<file path="src/rtl/fractal_sync_requester.sv">
// Core-side initiator of the fractal sync protocol: buffers barrier requests,
// issues one at a time on the sync network and returns completions in order.
module fractal_sync_requester #(
  parameter int unsigned LVL_WIDTH      = 1,
  parameter int unsigned ID_WIDTH       = 1,
  parameter int unsigned FIFO_DEPTH     = 2,
  parameter int unsigned TIMEOUT_CYCLES = 0
) (
  input  logic                 clk_i,
  input  logic                 rst_i,
  input  logic                 core_req_valid_i,
  output logic                 core_req_ready_o,
  input  logic [LVL_WIDTH-1:0] core_req_level_i,
  input  logic [ID_WIDTH-1:0]  core_req_id_i,
  output logic                 core_rsp_valid_o,
  input  logic                 core_rsp_ready_i,
  output logic [ID_WIDTH-1:0]  core_rsp_id_o,
  output logic                 core_rsp_err_o,
  output logic                 sync_req_valid_o,
  input  logic                 sync_req_ready_i,
  output logic [LVL_WIDTH-1:0] sync_req_level_o,
  output logic [ID_WIDTH-1:0]  sync_req_id_o,
  input  logic                 sync_rsp_valid_i,
  input  logic [LVL_WIDTH-1:0] sync_rsp_level_i,
  input  logic [ID_WIDTH-1:0]  sync_rsp_id_i,
  input  logic                 sync_rsp_err_i,
  output logic                 busy_o,
  output logic                 stray_o,
  output logic                 timeout_o
);

  localparam int unsigned PTR_W = (FIFO_DEPTH > 1) ? $clog2(FIFO_DEPTH) : 1;
  localparam int unsigned CNT_W = $clog2(FIFO_DEPTH + 1);
  localparam int unsigned WD_W  = (TIMEOUT_CYCLES > 1) ? $clog2(TIMEOUT_CYCLES) : 1;
  localparam logic [PTR_W-1:0] PTR_LAST = PTR_W'(FIFO_DEPTH - 1);
  localparam logic [CNT_W-1:0] CNT_FULL = CNT_W'(FIFO_DEPTH);
  localparam logic [WD_W-1:0]  WD_LAST  = WD_W'((TIMEOUT_CYCLES > 0) ? TIMEOUT_CYCLES - 1 : 0);
  localparam bit               WD_EN    = (TIMEOUT_CYCLES != 0);

  typedef enum logic [1:0] {S_IDLE, S_REQ, S_WAIT, S_RSP} state_t;

  state_t state, state_next;

  logic [LVL_WIDTH-1:0] fifo_level [FIFO_DEPTH];
  logic [ID_WIDTH-1:0]  fifo_id    [FIFO_DEPTH];
  logic [PTR_W-1:0]     wr_ptr, rd_ptr;
  logic [CNT_W-1:0]     count;
  logic                 full, empty, push, pop;

  logic [LVL_WIDTH-1:0] cur_level;
  logic [ID_WIDTH-1:0]  cur_id;
  logic                 cur_err;
  logic [WD_W-1:0]      wd_count;
  logic                 match, expire;
  logic                 stray_q, timeout_q;

  // Ready is derived from the registered count only, so a same-cycle pop never frees a slot early.
  assign full             = (count == CNT_FULL);
  assign empty            = (count == '0);
  assign core_req_ready_o = !rst_i && !full;
  assign push             = core_req_valid_i && core_req_ready_o;

  always_ff @(posedge clk_i or posedge rst_i) begin
    if (rst_i) begin
      wr_ptr <= '0;
      rd_ptr <= '0;
      count  <= '0;
      for (int i = 0; i < int'(FIFO_DEPTH); i++) begin
        fifo_level[i] <= '0;
        fifo_id[i]    <= '0;
      end
    end else begin
      if (push) begin
        fifo_level[wr_ptr] <= core_req_level_i;
        fifo_id[wr_ptr]    <= core_req_id_i;
        wr_ptr             <= (wr_ptr == PTR_LAST) ? '0 : wr_ptr + PTR_W'(1);
      end
      if (pop) begin
        rd_ptr <= (rd_ptr == PTR_LAST) ? '0 : rd_ptr + PTR_W'(1);
      end
      if (push && !pop) begin
        count <= count + CNT_W'(1);
      end else if (pop && !push) begin
        count <= count - CNT_W'(1);
      end
    end
  end

  always_ff @(posedge clk_i or posedge rst_i) begin
    if (rst_i) begin
      state <= S_IDLE;
    end else begin
      state <= state_next;
    end
  end

  // A response matching on the expiry cycle takes priority over the watchdog.
  always_comb begin
    state_next = state;
    pop        = 1'b0;
    match      = 1'b0;
    expire     = 1'b0;
    case (state)
      S_IDLE: begin
        if (!empty) begin
          pop        = 1'b1;
          state_next = S_REQ;
        end
      end
      S_REQ: begin
        if (sync_req_ready_i) begin
          state_next = S_WAIT;
        end
      end
      S_WAIT: begin
        match  = sync_rsp_valid_i && (sync_rsp_level_i == cur_level) && (sync_rsp_id_i == cur_id);
        expire = WD_EN && (wd_count == WD_LAST) && !match;
        if (match || expire) begin
          state_next = S_RSP;
        end
      end
      S_RSP: begin
        if (core_rsp_ready_i) begin
          state_next = S_IDLE;
        end
      end
      default: state_next = S_IDLE;
    endcase
  end

  always_ff @(posedge clk_i or posedge rst_i) begin
    if (rst_i) begin
      cur_level <= '0;
      cur_id    <= '0;
      cur_err   <= 1'b0;
      wd_count  <= '0;
      stray_q   <= 1'b0;
      timeout_q <= 1'b0;
    end else begin
      stray_q   <= sync_rsp_valid_i && !match;
      timeout_q <= expire;
      if (pop) begin
        cur_level <= fifo_level[rd_ptr];
        cur_id    <= fifo_id[rd_ptr];
        cur_err   <= 1'b0;
      end else if (match) begin
        cur_err <= sync_rsp_err_i;
      end else if (expire) begin
        cur_err <= 1'b1;
      end
      if (state == S_REQ) begin
        wd_count <= '0;
      end else if (state == S_WAIT) begin
        wd_count <= wd_count + WD_W'(1);
      end
    end
  end

  assign sync_req_valid_o = (state == S_REQ);
  assign sync_req_level_o = cur_level;
  assign sync_req_id_o    = cur_id;
  assign core_rsp_valid_o = (state == S_RSP);
  assign core_rsp_id_o    = cur_id;
  assign core_rsp_err_o   = cur_err;
  assign busy_o           = (state != S_IDLE) || !empty;
  assign stray_o          = stray_q;
  assign timeout_o        = timeout_q;

endmodule

</file>
<file path="config.mk">
export PLATFORM = sky130hd
export DESIGN_NAME = fractal_sync_requester
export DESIGN_NICKNAME = d
export VERILOG_FILES = /design/src/rtl/fractal_sync_requester.sv
export SDC_FILE = /design/constraint.sdc
export NUM_CORES = 1
export LEC_CHECK = 0
export ABC_AREA = 1
export CAP_MARGIN = 20
export CORE_MARGIN = 3
export CORE_UTILIZATION = 50
export DETAILED_ROUTE_END_ITERATION = 12
export GPL_TIMING_DRIVEN = 0
export MAX_ROUTING_LAYER = met4
export PLACE_DENSITY = 0.88
export SLEW_MARGIN = 25
export SYNTH_ARGS = -nofsm -noshare
export SYNTH_HDL_FRONTEND = slang
export SYNTH_SLANG_ARGS = --single-unit
</file>
<file path="constraint.sdc">
create_clock -name clk_i -period 2.8 [get_ports clk_i]
set_input_delay 0.84 -clock clk_i [delete_from_list [all_inputs] [get_ports clk_i]]
set_output_delay 0.84 -clock clk_i [all_outputs]
set_load 0.01 [all_outputs]
</file>
==> results of run 1 <==
[area by class of cell]
type / count / area (um^2)
Clock buffer: 4 / 36.3
Inverter: 20 / 75.1
Buffer: 2 / 15.0
Sequential cell: 14 / 350
Multi-Input combinational cell: 57 / 349
Tap cell: 15 / 18.8
Fill cell: 95 / 349
Timing Repair Buffer: 19 / 189
[where the power goes]
part | leakage, uW | internal, uW | switching, uW
clock | 0.0000210 | 79.2 | 64.8
sequential | 0.000171 | 299 | 84.4
combinational | 0.000334 | 251 | 285
total | 0.000525 | 629 | 435
[worst max-delay path, cell delays in order, from the launching register on]
cell and delay (ps):
dfrtp_1 420, inv_1 100, ha_1 190, inv_1 60, nor3_1 200, inv_1 60
clkdlybuf4s50_1 480
[per-stage QoR]
step	worst slack (ps)	utilization, %	instances	power (uW)
after floorplan	933	-	93	735
after global placement	-50.9	72.2	127	894
after detailed placement	-66.6	72.2	127	927
after CTS	140	74.8	131	1070
after global routing	10.0	74.8	131	1160
final	166	74.8	131	1060
[cell families after synthesis]
family | count (synthesis) | synth area share (%)
xor+xnor | 4 | 4.44
other cells | 1 | 0.475
compound gates | 14 | 11.6
simple gates | 33 | 19.8
flops | 14 | 44.4
buf+inv | 22 | 11.4
fa+ha+maj | 5 | 7.92
[synth_stat cells (all sizes together)]
master  count
a21oi       3
buf         2
conb        1
dfrtp      14
ha          5
inv        20
nand2      21
nand3       5
nand4       1
nor2        5
nor3        1
o211ai      2
o21ai       8
o22ai       1
xnor2       2
xor2        2
[how the worst max path moves through the flow]
stage                  start               end  slack (ps)  cells after the start
floorplan              rst_i          count[1]         930                      7
global placement       rst_i  core_req_ready_o         -50                      3
detailed placement     rst_i  core_req_ready_o         -70                      3
CTS                 state[1]            busy_o         140                      6
global route        state[0]            busy_o          10                      6
finish              state[1]            busy_o         170                      6
[per-layer routing]
| metal | vias up | part of all wire, % | track usage (%) |
|---|---|---|---|
| li1 | 334 | - | - |
| met4 | 0 | 1.3 | 8.52 |
| met5 | - | 0 | - |
| met3 | 5 | 7.5 | 8.30 |
| met1 | 275 | 41 | 19.5 |
| met2 | 20 | 50 | 27.9 |
[what timing repair did]
action,CTS,global route
gates resized for setup,1,0
hold buffers,0,0
endpoints found under the setup margin,1,0
[registers in the layout (all words and copies together), names as in the netlist]
name / flops
state: 2
sync_req_level_o: 1
fifo_id: 2
stray_o: 1
rd_ptr: 1
fifo_level: 2
count: 2
core_rsp_id_o: 1
core_rsp_err_o: 1
wr_ptr: 1
==> impl_results.md, run 1 <==
* Via-to-Cell Ratio at 4.84
* Number of antenna repair diodes at 0
* TritonCTS clock tree: done
* Number of antenna violations at the first check in global routing at 0
* Hold path startpoint: fifo_level[0]
* R2r worst-path depth at 7
* Max-slew headroom at the worst pin at 64.8%
* Clock input transition at the sequential cells of the worst setup and hold paths at 80 ps
* Setup repair bufs after CTS at 0
* Via count of the first global-routing pass at 629
* Post-DP HPWL at 1220 um
* Remaining antenna violation count after routing at 0
* Post-synthesis cell type with the largest combined area: dfrtp_1
* Fraction of final layout cells with drive strength greater than 1 at 10.3%
* Most common cell after layout, fill and taps aside: nand2_1
* Core area at 1380 um^2
* Gate Count Post-Synth at 93
* FP Rows at 13
* Sink of the worst hold path: fifo_level[0]
* GRT Overall Usage at 18.0%
* IR Drop Worst-Case VDD at 0.641 mV
* Initial DRC Count at 12
* Tightest Hold Check Type: reg -> reg
* Final number of hold-violating endpoints at 0
* Area share of the leading cell type in the synthesized netlist at 44.4%
* CTS max path bufs at 2
* Wire length after detailed routing at 1490 um
* Endpoint of the worst register-to-register path: count[1]
* Mean instance size in the synthesized netlist at 8.49 um^2
* Remaining global-route overflow at 0
* Net count after synthesis at 109
* Outcome: finished clean
* Clock buffer count from CTS at 3
* Via count of the routed design at 634
* CTS H-Tree Depth at 1
* Vertical extent of the die at 45.7 um
* DIE WIDTH at 45.7 um
* Minimum clock period after layout at 2630 ps
* Post-route DRC violation count at 0
* Post-detailed-placement cell area at 998 um^2
* Period Utilization, post-route at 94.1%
* Clock skew at 5.87 ps
* Fin area at 1030 um^2
* Maximum number of pins on one net before global-route repair at 15
* Highest-count cells in the layout ignoring fill and taps: nand2_1 (20), inv_1 (19), clkdlybuf4s50_1 (18)
* Reg-to-reg setup timing slack at 1180 ps
* IO buf count at 19
* Initial cell density of the core at 57.1%
* Sort of element at the start of the critical path: flip-flop
* Sequential fraction of the synthesis area at 44.4%
* Maxcap violations at 0
* Count of cell types in the netlist at 21
* Fmax at 380 MHz
* Net count reported at finish at 133
* DR WL/cell at 11.3 um
* Static power due to leakage at 0.000525 uW
* Synth warn at 0
* Worst setup EP type: output port
* Number of endpoints failing setup at the final stage at 0
* Synthesized flop and latch total at 14
* Root buf cell: clkbuf_4
* Type of the worst setup path: reg -> out
* Arrival time at the worst endpoint at 1790 ps
* Biggest area contributors in the synthesized netlist: dfrtp_1 (44%), nand2_1 (9.5%), inv_1 (9.0%)
* Smallest hold slack at 530 ps
* First-pass GRT wire length at 2550 um
* Global placement routability congestion at 0.794
* Cell Area, Synth at 790 um^2
* Number of cells traversed by the worst hold path at 2
* Largest fanout on the critical path at 4
* Number of clock sinks seen by CTS at 14
* Required arrival time at the worst endpoint at 1960 ps
* Least-Margin Pin Slew at 527 ps
* Setup repair after global routing missed its margin: false
* Start of the worst register-to-register path: state[1]
* Setup TNS at 0 ps
* Power per standard cell area at 1030 nW/um^2
* Latest clock arrival within the worst-skew pair at 280 ps
* Number of pins exceeding their max-slew limit in the final report at 0
* I/O pins at 21
* Area growth syn-to-layout at 30.9%
* DRT Pass-1 Iters at 4
* Die area at 2090 um^2
Power figures use the tool's default switching activity.
==> run 2: changes to the inputs <==
SLEW_MARGIN = not set   (was 25)
==> results of run 2 <==
The final DEF is identical to that of run 1; final timing and power are the same.
==> run 3: changes to the inputs <==
CORE_UTILIZATION = 46   (was 50)
PLACE_DENSITY = 0.82   (was 0.88)
clock period = 2.9 ns   (was 2.8 ns; I/O delays follow)
==> run 3 against run 2 <==
Worst hold slack got worse by 11 ps. Clock power about the same. Clock skew decreased by 4.1 ps. Clock-buffer cell count unchanged. Setup slack improved by 59 ps. Critical path depth unchanged. Highest routed layer unchanged.
==> impl_results.md, run 3 (synthesized netlist as in run 1, its figures left out) <==
* Via-to-Cell Ratio at 5.08 (was 4.84)
* Sort of element at the start of the critical path: flip-flop (unchanged)
* Static power due to leakage at 0.000525 uW (unchanged)
* DIE WIDTH at 47.4 um (was 45.7 um)
* Tightest Hold Check Type: reg -> reg (unchanged)
* Clock buffer count from CTS at 3 (unchanged)
* Layout Utilization at 66.4% (was 74.8%)
* Peak per-stage delay on the critical path at 480 ps (about the same)
* Number of antenna repair diodes at 0 (unchanged)
* Largest fanout on the critical path at 4 (unchanged)
* CTS Hold Bufs at 0 (unchanged)
* Number of endpoints failing setup at the final stage at 0 (unchanged)
* Post-DP HPWL at 1180 um (was 1220 um)
* CTS H-Tree Depth at 1 (unchanged)
* Worst path most repeated cell: inv_1 (unchanged)
* Endpoint of the worst register-to-register path: count[1] (unchanged)
* Setup repair bufs after CTS at 0 (unchanged)
* Final Total Pwr at 1020 uW (was 1060 uW)
* Wire length after detailed routing at 1460 um (was 1490 um)
* R2r worst-path depth at 7 (unchanged)
* Maxcap violations at 0 (unchanged)
* Power per standard cell area at 989 nW/um^2 (was 1030 nW/um^2)
* Arrival time at the worst endpoint at 1810 ps (was 1790 ps)
* Setup repair after global routing missed its margin: false (unchanged)
* Minimum clock period after layout at 2680 ps
* Post-detailed-placement cell area at 1000 um^2 (was 998 um^2)
* Net count reported at finish at 133 (unchanged)
* Core area at 1560 um^2 (was 1380 um^2)
* Smallest hold slack at 519 ps (was 530 ps)
* Vertical extent of the die at 47.4 um (was 45.7 um)
* DRT Pass-1 Iters at 4 (unchanged)
* IO buf count at 19 (unchanged)
* Most common cell after layout, fill and taps aside: nand2_1 (unchanged)
* Internal Pwr Total at 606 uW (was 629 uW)
* Root buf cell: clkbuf_4 (unchanged)
* Maximum number of pins on one net before global-route repair at 15 (unchanged)
* Least-Margin Pin Slew at 525 ps (was 527 ps)
* Required arrival time at the worst endpoint at 2030 ps (was 1960 ps)
* Initial DRC Count at 21 (was 12)
* Post-CTS resize count at 1 (unchanged)
* Number of pins exceeding their max-slew limit in the final report at 0 (unchanged)
* First-pass GRT wire length at 2470 um (was 2550 um)
* Via count of the first global-routing pass at 622 (was 629)
* TritonCTS clock tree: done (unchanged)
* Sequential Power Share at 36.0% (was 36.1%)
* Die area at 2250 um^2 (was 2090 um^2)
* Setup TNS at 0 ps (unchanged)
* Critical path launch point: state[0] (was state[1])
* Global placement routability congestion at 0.716 (was 0.794)
* Logic gate share of total power at 50.2% (was 50.4%)
* Clock skew at 1.75 ps (was 5.87 ps)
* Clock input transition at the sequential cells of the worst setup and hold paths at 90 ps (was 80 ps)
* Max-slew headroom at the worst pin at 64.9% (was 64.8%)
* Number of clock sinks seen by CTS at 14 (unchanged)
* Latest clock arrival within the worst-skew pair at 280 ps (about the same)
* Number of antenna violations at the first check in global routing at 0 (unchanged)
* Via count of the routed design at 671 (was 634)
* Cell breakdown of the critical path: inv_1 > ha_1 > inv_1 > nor3_1 > inv_1 > clkdlybuf4s50_1 (unchanged)
* Fmax at 374 MHz
* Start of the worst register-to-register path: state[0] (was state[1])
* FP Rows at 14 (was 13)
* Period Utilization, post-route at 92.2%
* Highest-count cells in the layout ignoring fill and taps: nand2_1 (20), inv_1 (19), clkdlybuf4s50_1 (18) (unchanged)
* Type of the worst setup path: reg -> out (unchanged)
* Switching power as a share of total power at 40.8% (was 40.9%)
* Worst setup EP type: output port (unchanged)
* Fraction of final layout cells with drive strength greater than 1 at 10.3% (unchanged)
* Final number of hold-violating endpoints at 0 (unchanged)
* I/O pins at 21 (unchanged)
* Remaining antenna violation count after routing at 0 (unchanged)
* CTS max path bufs at 2 (unchanged)
* DR WL/cell at 11.1 um (was 11.3 um)
* Fin area at 1030 um^2 (about the same)
* Post-route DRC violation count at 0 (unchanged)
* Clock network fraction of design power at 13.8% (was 13.5%)
* Worst setup endpoint: busy_o (unchanged)
* GRT Overall Usage at 16.1% (was 18.0%)
* Reg-to-reg setup timing slack at 1270 ps (was 1180 ps)
* IR Drop Worst-Case VDD at 0.579 mV (was 0.641 mV)
* Area growth syn-to-layout at 31.1% (was 30.9%)
* Cell with the largest stage delay on the worst path: clkdlybuf4s50_1 (unchanged)
* Initial cell density of the core at 50.6% (was 57.1%)
* Remaining global-route overflow at 0 (unchanged)
* Psw at 417 uW (was 435 uW)
* Outcome: finished clean (unchanged)
==> run 3: stage by stage <==
step | std cells | setup slack [ps]
floorplan | 93 | 1000
global placement | 128 | -12.8
global route | 132 | 137
CTS | 132 | 209
finish | 132 | 225
detailed placement | 128 | -16.0
==> run 3: layout make-up <==
cell class | count | area, um^2
Tap cell | 16 | 20.0
Inverter | 20 | 75.1
Sequential cell | 14 | 350
Fill cell | 124 | 524
Timing Repair Buffer | 19 | 189
Clock buffer | 4 | 36.3
Multi-Input combinational cell | 57 | 349
Buffer | 2 | 15.0
==> run 3: critical path: cells and delay by family (launching register included) <==
kind | cells | cell delay, ps
fa+ha+maj | 1 | 190
buf+inv | 4 | 700
flops | 1 | 420
simple gates | 1 | 200
==> run 3: worst min path at each step <==
stage,cells after the start,start,slack (ps),end
after floorplan,2,fifo_id[1],460,fifo_id[1]
after detailed placement,2,fifo_level[0],500,fifo_level[0]
after global placement,2,fifo_level[0],490,fifo_level[0]
after global routing,2,fifo_level[0],530,fifo_level[0]
after CTS,2,fifo_level[0],520,fifo_level[0]
final,2,fifo_id[1],520,fifo_id[1]
==> run 3: routing by layer <==
layer	global-route usage [%]	vias to the layer above	part of all wire [%]
li1	-	332	-
met1	17.8	315	43
met5	-	-	0
met2	27.8	20	50
met3	3.38	4	5.1
met4	6.63	0	2.0
==> run 3: power by group through the flow <==
stage	Sequential [uW]	Combinational, uW	Clock, uW
after floorplan	366	344	0
after global placement	367	498	0
after detailed placement	374	518	0
after CTS	370	521	144
after global routing	379	579	152
final	368	513	141
